$ cat src/rtl/booth_seq_ctrl_if.sv
// ----------------------------------------------------------------------------
// booth_seq_ctrl_if
//   Handshake/result bundle between the control unit and the sequential Booth
//   multiplier that feeds the HI/LO registers.
//
//   Signals
//     start   request a multiply (control unit -> multiplier)
//     x       multiplier operand, signed       (control unit -> multiplier)
//     y       multiplicand operand, signed     (control unit -> multiplier)
//     busy    multiplier is iterating          (multiplier -> control unit)
//     done    one-cycle result-valid pulse     (multiplier -> control unit)
//     hi_en   HI register write enable         (multiplier -> HI/LO regs)
//     lo_en   LO register write enable         (multiplier -> HI/LO regs)
//     z_high  product bits [2W-1:W]            (multiplier -> HI reg)
//     z_low   product bits [W-1:0]             (multiplier -> LO reg)
//
//   Modports
//     master  control-unit side (drives start/x/y)
//     slave   multiplier side (drives status and product)
// ----------------------------------------------------------------------------
interface booth_seq_ctrl_if #(
    parameter int WIDTH = 32
) ();

    logic             start;
    logic [WIDTH-1:0] x;
    logic [WIDTH-1:0] y;
    logic             busy;
    logic             done;
    logic             hi_en;
    logic             lo_en;
    logic [WIDTH-1:0] z_high;
    logic [WIDTH-1:0] z_low;

    modport master (
        output start,
        output x,
        output y,
        input  busy,
        input  done,
        input  hi_en,
        input  lo_en,
        input  z_high,
        input  z_low
    );

    modport slave (
        input  start,
        input  x,
        input  y,
        output busy,
        output done,
        output hi_en,
        output lo_en,
        output z_high,
        output z_low
    );

endinterface

$ cat src/rtl/booth_seq_ctrl.sv
// ----------------------------------------------------------------------------
// booth_seq_ctrl
//   Multi-cycle signed WIDTH x WIDTH multiplier using radix-2 Booth recoding,
//   one Booth step per clock. Sits between the control unit and the HI/LO
//   registers in place of a combinational multiplier on the MUL path.
//
//   Ports
//     i_clock  system clock, all state changes on the rising edge
//     i_clear  synchronous active-high reset, overrides every other input
//     bus      booth_seq_ctrl_if.slave
//                start/x/y          request and operands (sampled in IDLE/DONE)
//                busy               high while iterating (RUN)
//                done/hi_en/lo_en   one-cycle pulse in DONE
//                z_high/z_low       registered 2*WIDTH-bit product
//
//   Timing
//     start accepted at edge N -> RUN for WIDTH cycles -> done high in the
//     cycle after edge N+WIDTH. A start seen during DONE re-issues at once,
//     giving one result every WIDTH+1 cycles.
// ----------------------------------------------------------------------------
module booth_seq_ctrl #(
    parameter int WIDTH = 32
) (
    input  logic               i_clock,
    input  logic               i_clear,
    booth_seq_ctrl_if.slave    bus
);

    // Wide enough to hold the step index 0..WIDTH.
    localparam int CW = $clog2(WIDTH + 1);

    localparam logic [1:0] ST_IDLE = 2'd0;
    localparam logic [1:0] ST_RUN  = 2'd1;
    localparam logic [1:0] ST_DONE = 2'd2;

    // ------------------------------------------------------------------------
    // State
    // ------------------------------------------------------------------------
    logic [1:0]       r_state;
    logic [CW-1:0]    r_count;
    // One extra bit so that ACC - M cannot overflow when M = -2^(WIDTH-1).
    logic [WIDTH:0]   r_acc;
    logic [WIDTH-1:0] r_q;
    logic             r_qm1;
    logic [WIDTH-1:0] r_m;
    logic [WIDTH-1:0] r_z_high;
    logic [WIDTH-1:0] r_z_low;

    // ------------------------------------------------------------------------
    // Booth step datapath
    // ------------------------------------------------------------------------
    logic [WIDTH:0]   w_m_ext;
    logic [WIDTH:0]   w_sum;
    logic [WIDTH:0]   w_acc_next;
    logic [WIDTH-1:0] w_q_next;
    logic             w_qm1_next;
    logic             w_last_step;
    logic             w_accept;

    always_comb begin
        w_m_ext = {r_m[WIDTH-1], r_m};

        unique case ({r_q[0], r_qm1})
            2'b10:   w_sum = r_acc - w_m_ext;
            2'b01:   w_sum = r_acc + w_m_ext;
            default: w_sum = r_acc;
        endcase

        // Arithmetic shift right of {ACC, Q, q_m1}: ACC sign replicated,
        // ACC lsb drops into Q msb, Q lsb becomes the new q_m1.
        w_acc_next  = {w_sum[WIDTH], w_sum[WIDTH:1]};
        w_q_next    = {w_sum[0], r_q[WIDTH-1:1]};
        w_qm1_next  = r_q[0];

        w_last_step = (r_count == CW'(WIDTH - 1));
        w_accept    = bus.start && ((r_state == ST_IDLE) || (r_state == ST_DONE));
    end

    // ------------------------------------------------------------------------
    // Sequencer and registered result
    // ------------------------------------------------------------------------
    always_ff @(posedge i_clock) begin
        if (i_clear) begin
            r_state  <= ST_IDLE;
            r_count  <= '0;
            r_acc    <= '0;
            r_q      <= '0;
            r_qm1    <= 1'b0;
            r_m      <= '0;
            r_z_high <= '0;
            r_z_low  <= '0;
        end else begin
            case (r_state)
                ST_IDLE, ST_DONE: begin
                    if (w_accept) begin
                        r_q     <= bus.x;
                        r_m     <= bus.y;
                        r_acc   <= '0;
                        r_qm1   <= 1'b0;
                        r_count <= '0;
                        r_state <= ST_RUN;
                    end else begin
                        r_state <= ST_IDLE;
                    end
                end

                ST_RUN: begin
                    r_acc   <= w_acc_next;
                    r_q     <= w_q_next;
                    r_qm1   <= w_qm1_next;
                    r_count <= r_count + CW'(1);
                    if (w_last_step) begin
                        // Result becomes visible only here; partial products
                        // in ACC/Q never reach the outputs.
                        r_z_high <= w_acc_next[WIDTH-1:0];
                        r_z_low  <= w_q_next;
                        r_state  <= ST_DONE;
                    end
                end

                default: begin
                    r_state <= ST_IDLE;
                end
            endcase
        end
    end

    // ------------------------------------------------------------------------
    // Outputs
    // ------------------------------------------------------------------------
    assign bus.busy   = (r_state == ST_RUN);
    assign bus.done   = (r_state == ST_DONE);
    assign bus.hi_en  = (r_state == ST_DONE);
    assign bus.lo_en  = (r_state == ST_DONE);
    assign bus.z_high = r_z_high;
    assign bus.z_low  = r_z_low;

endmodule

$ cat src/flat_wrapper.sv
// flat-port wrapper written by rule: the top's interface ports become plain ports
module booth_seq_ctrl_flat 
#(
    parameter int WIDTH = 32
)
  (i_clock, i_clear, bus_start, bus_x, bus_y, bus_busy, bus_done, bus_hi_en, bus_lo_en, bus_z_high, bus_z_low);
  booth_seq_ctrl_if #(.WIDTH(WIDTH)) bus_i ();
  input  logic i_clock;
  input  logic i_clear;
  input wire logic [$bits(bus_i.start)-1:0] bus_start;
  input wire logic [$bits(bus_i.x)-1:0] bus_x;
  input wire logic [$bits(bus_i.y)-1:0] bus_y;
  output wire logic [$bits(bus_i.busy)-1:0] bus_busy;
  output wire logic [$bits(bus_i.done)-1:0] bus_done;
  output wire logic [$bits(bus_i.hi_en)-1:0] bus_hi_en;
  output wire logic [$bits(bus_i.lo_en)-1:0] bus_lo_en;
  output wire logic [$bits(bus_i.z_high)-1:0] bus_z_high;
  output wire logic [$bits(bus_i.z_low)-1:0] bus_z_low;
  assign bus_i.start = bus_start;
  assign bus_i.x = bus_x;
  assign bus_i.y = bus_y;
  assign bus_busy = bus_i.busy;
  assign bus_done = bus_i.done;
  assign bus_hi_en = bus_i.hi_en;
  assign bus_lo_en = bus_i.lo_en;
  assign bus_z_high = bus_i.z_high;
  assign bus_z_low = bus_i.z_low;
  booth_seq_ctrl #(.WIDTH(WIDTH)) u_core (.i_clock(i_clock), .i_clear(i_clear), .bus(bus_i));
endmodule
$ cat config.mk
export PLATFORM = sky130hd
export DESIGN_NAME = booth_seq_ctrl_flat
export DESIGN_NICKNAME = d
export VERILOG_FILES = /design/src/rtl/booth_seq_ctrl_if.sv /design/src/rtl/booth_seq_ctrl.sv /design/src/flat_wrapper.sv
export SDC_FILE = /design/constraint.sdc
export NUM_CORES = 1
export LEC_CHECK = 0
export ABC_AREA = 1
export BUFFER_PORTS_ARGS = -buffer_cell sky130_fd_sc_hd__buf_2
export CAP_MARGIN = 10
export CORE_ASPECT_RATIO = 0.9
export CORE_MARGIN = 1.5
export CORE_UTILIZATION = 45
export CTS_CLUSTER_DIAMETER = 60
export DETAILED_ROUTE_END_ITERATION = 8
export PLACE_DENSITY_LB_ADDON = 0.15
export REMOVE_ABC_BUFFERS = 1
export SYNTH_ARGS = -nofsm -noshare
export SYNTH_HDL_FRONTEND = slang
export SYNTH_SLANG_ARGS = --single-unit
$ cat constraint.sdc
create_clock -name i_clock -period 3.2 [get_ports i_clock]
set_input_delay 0.64 -clock i_clock [delete_from_list [all_inputs] [get_ports i_clock]]
set_output_delay 0.64 -clock i_clock [all_outputs]
set_load 0.01 [all_outputs]
==> results.json <==
{
  "yosysWarnings": 0,
  "power_density_nw_per_um2": 514,
  "syn_area_um2": 9430,
  "io_pins": 135,
  "hold_viol_final": 0,
  "critPathMaxFanout": 4,
  "min_from": "bus_x[18]",
  "grt_use_total_pct": 26.7,
  "route.detailed.drc": 0,
  "routed_wl_um": 28800,
  "htreeDepth": 4,
  "grt_pass1_vias": 8840,
  "clk_latency_ps": 430,
  "ys_seq_area_share_pct": 35.9,
  "synth_compound_area_share_pct": 17.1,
  "drive_above_1_share_pct": 24.3,
  "rsz0062_at_grt": "true",
  "die_w_um": 156,
  "wl_met2_um": 12600,
  "final_common_cell": "nand2_1",
  "power.leakage_nw": 5.50,
  "status": "finished, final reports clean",
  "core-area_um2": 20700,
  "min_period_over_period_pct": 95.7,
  "fin_util_pct": 56.5,
  "first_iter_violations": 537,
  "vias": 9588,
  "required_ps": 3560,
  "start_util_pct": 45.6,
  "cts_max_path_buffers": 2,
  "tightest_slew_ps": 933,
  "synth_edf_count": 0,
  "grt_pass1_wl_um": 46000,
  "startpoint_type": "flop",
  "grt-ovfl-total": 0,
  "avgViaCountPerCell": 5.22,
  "netSwitchingFraction_pct": 34.8,
  "slew_headroom_pct": 37.8,
  "fin_cells": 1837,
  "drv_slew": 0,
  "final_cell_mix": "nand2_1 (286), nor2_1 (173), dfxtp_1 (167)",
  "gp_congestion": 0.942,
  "reg2regPathDepth": 19,
  "synth_top_family_by_area": "simple AND/OR/NAND/NOR gates",
  "ir_drop_uv": 342,
  "period_needed_ps": 3060,
  "top_layer": "met5",
  "grt_max_degree": 64,
  "dp.final_hpwl_um": 20400,
  "synth_flop_cell": "dfxtp_1",
  "die_area_um2": 21800,
  "yosysUniqueCellTypes": 52,
  "wl_per_cell_um": 15.7,
  "synth-adder-area-share_pct": 4.85,
  "drt-met1-wl_um": 13600,
  "setup_viol": 0,
  "muxShareOfSynthArea_pct": 0,
  "rrSetupSlack_ps": 140,
  "layout.nets": 1640,
  "hold_end": "u_core.r_q[18]$_SDFFE_PP0P_",
  "die_h_um": 140,
  "area_growth_syn_to_layout_pct": 24.1,
  "combPwrFrac_pct": 26.7,
  "antenna_found_initial": 2,
  "rows": 50,
  "p_switching_mw": 2.10,
  "clk_pin_slew_worst_paths_ps": 70,
  "dp.cells": 1783,
  "fmax_mhz": 327,
  "whs_ps": 440,
  "ant_nets": 0,
  "skew_ps": 11.8,
  "cts_buffers": 17,
  "syn-instance-count": 1389,
  "critical_path_class": "flop to flop",
  "wl_met3_um": 2180,
  "hold_class": "input pin to flop",
  "seq_power_share_pct": 37.5,
  "synth-seq-cells": 169,
  "synth-xor-area-share_pct": 3.25,
  "first_pass_iters": 5,
  "root_buffer": "clkbuf_16",
  "clkPwrFrac_pct": 35.8,
  "p_int_mw": 3.92,
  "end_kind": "flop",
  "r2r_start": "u_core.r_m[0]$_SDFFE_PP0P_",
  "clock-sinks": 169,
  "cts_tree": "built",
  "max_cap_viol_count": 0,
  "hold_path_depth": 3,
  "async_flop_share_pct": 0,
  "synthSimpleGateAreaFrac_pct": 31.0,
  "reg2reg_to": "u_core.r_acc[28]$_SDFFE_PP0P_",
  "syn_area_per_cell_um2": 6.79,
  "crit_arrival_ps": 3420,
  "port_buffers": 134
}
-- power groups by stage --
stage               sequential [mW]  clock (mW)  combinational [mW]
floorplan                      2.28           0               0.945
global placement               2.30           0                1.38
detailed placement             2.30           0                1.38
CTS                            2.25        2.19                1.41
global route                   2.27        2.27                1.79
finish                         2.26        2.15                1.61
-- state kept, by name, summed over array words and instances (netlist names) --
name	cells
u_core.bus.z_high	32
u_core.r_m	32
u_core.r_state	2
u_core.bus.z_low	32
u_core.r_qm1	1
u_core.r_q	32
u_core.r_count	6
u_core.r_acc	32
-- kinds of logic (layout without fill, tap and decap cells) --
group	after synthesis	in the layout
compound gates	277	277
xor+xnor	35	35
fa+ha+maj	36	36
buf+inv	192	353
flops	169	169
other cells	0	1
simple gates	680	680
-- metrics by stage --
step | power [mW] | area, um^2 | setup TNS [ps] | setup WS, ps
3_5_place_dp | 3.69 | 10500 | -373 | -98.3
6_report | 6.02 | 11700 | 0 | 139
2_1_floorplan | 3.23 | 9160 | 0 | 121
5_1_grt | 6.33 | 11700 | -990 | -108
4_1_cts | 5.86 | 11200 | -1.84 | -1.84
3_3_place_gp | 3.68 | 10500 | -83.7 | -37.3
-- synthesized netlist by cell type (2+ instances only) --
| master | n | area (um^2) |
|---|---|---|
| or2_2 | 10 | 62.6 |
| nor2_2 | 2 | 12.5 |
| nand4_1 | 4 | 25.0 |
| nor3_2 | 4 | 40.0 |
| nand2_4 | 4 | 45.0 |
| o21a_1 | 5 | 37.5 |
| a21o_1 | 5 | 37.5 |
| buf_2 | 17 | 85.1 |
| buf_1 | 7 | 26.3 |
| a2bb2oi_1 | 6 | 52.6 |
| nor2_4 | 3 | 33.8 |
| dfxtp_1 | 169 | 3380 |
| clkbuf_1 | 40 | 150 |
| buf_4 | 2 | 15.0 |
| nor2_1 | 193 | 724 |
| o21ai_0 | 73 | 365 |
| inv_1 | 116 | 435 |
| o21ai_1 | 45 | 225 |
| ha_1 | 35 | 438 |
| xnor2_1 | 13 | 114 |
| a31oi_1 | 9 | 56.3 |
| o21ai_2 | 2 | 17.5 |
| nor4_1 | 5 | 31.3 |
| nand2_1 | 310 | 1160 |
| nand3_1 | 119 | 596 |
| a221oi_1 | 25 | 219 |
| o31ai_1 | 2 | 15.0 |
| xor2_1 | 22 | 193 |
| inv_2 | 8 | 30.0 |
| o21bai_1 | 5 | 37.5 |
| nand2_2 | 8 | 50.1 |
| or2_1 | 4 | 25.0 |
| nor3_1 | 7 | 35.0 |
| a21oi_1 | 87 | 435 |
| o22ai_1 | 4 | 25.0 |
| a21oi_2 | 2 | 17.5 |
| clkinv_1 | 2 | 7.51 |
-- timing repair --
action                                  4_1_cts  5_1_grt
gates resized for setup                      14      111
setup buffers                                 6       15
pin swaps                                    10       43
hold buffers                                  0        0
endpoints found under the setup margin        9       37
endpoints found under the hold margin         0        0
-- metal layers --
| layer | global-route usage (%) | vias up |
|---|---|---|
| li1 | - | 4875 |
| met1 | 36.9 | 4415 |
| met2 | 41.3 | 271 |
| met3 | 6.68 | 25 |
| met4 | 7.02 | 2 |
| met5 | 0 | - |
-- area by class of cell --
cell class,instances,area [um^2]
repair buffers,195,1140
diodes,1,2.50
clock inverters,14,176
flip-flops and latches,169,3390
well taps,286,358
fillers,2055,9000
inverters,126,475
clock buffers,18,439
multi-input cells,1028,5730
-- worst max path at each step --
stage	to	slack [ps]	start
6_report	u_core.r_acc[28]$_SDFFE_PP0P_	140	u_core.r_m[0]$_SDFFE_PP0P_
5_1_grt	u_core.bus.z_high[31]$_SDFFE_PP0P_	-110	u_core.r_m[7]$_SDFFE_PP0P_
4_1_cts	u_core.r_acc[31]$_SDFFE_PP0P_	-2	u_core.r_m[0]$_SDFFE_PP0P_
3_5_place_dp	u_core.bus.z_high[31]$_SDFFE_PP0P_	-100	u_core.r_m[0]$_SDFFE_PP0P_
3_3_place_gp	u_core.bus.z_high[31]$_SDFFE_PP0P_	-40	u_core.r_m[0]$_SDFFE_PP0P_
2_1_floorplan	u_core.bus.z_high[31]$_SDFFE_PP0P_	120	u_core.r_q[0]$_SDFFE_PP0P_
-- worst max-delay path, cell delays in order (launching register included) --
cell and delay [ps]:
dfxtp_2 340, inv_4 80, nand3_4 80, nor3_4 140
nand4_2 140, nor2_4 160, buf_4 140, a21oi_1 60
xor2_1 160, ha_1 390, nand2_2 130, o21ai_1 300
a21oi_1 160, nor2_1 180, nor2_1 90, nand2_1 70
nand2_1 40, nand3_1 90, nand3_1 80, a21oi_1 150
No activity file was read; power rests on OpenSTA's default activity.
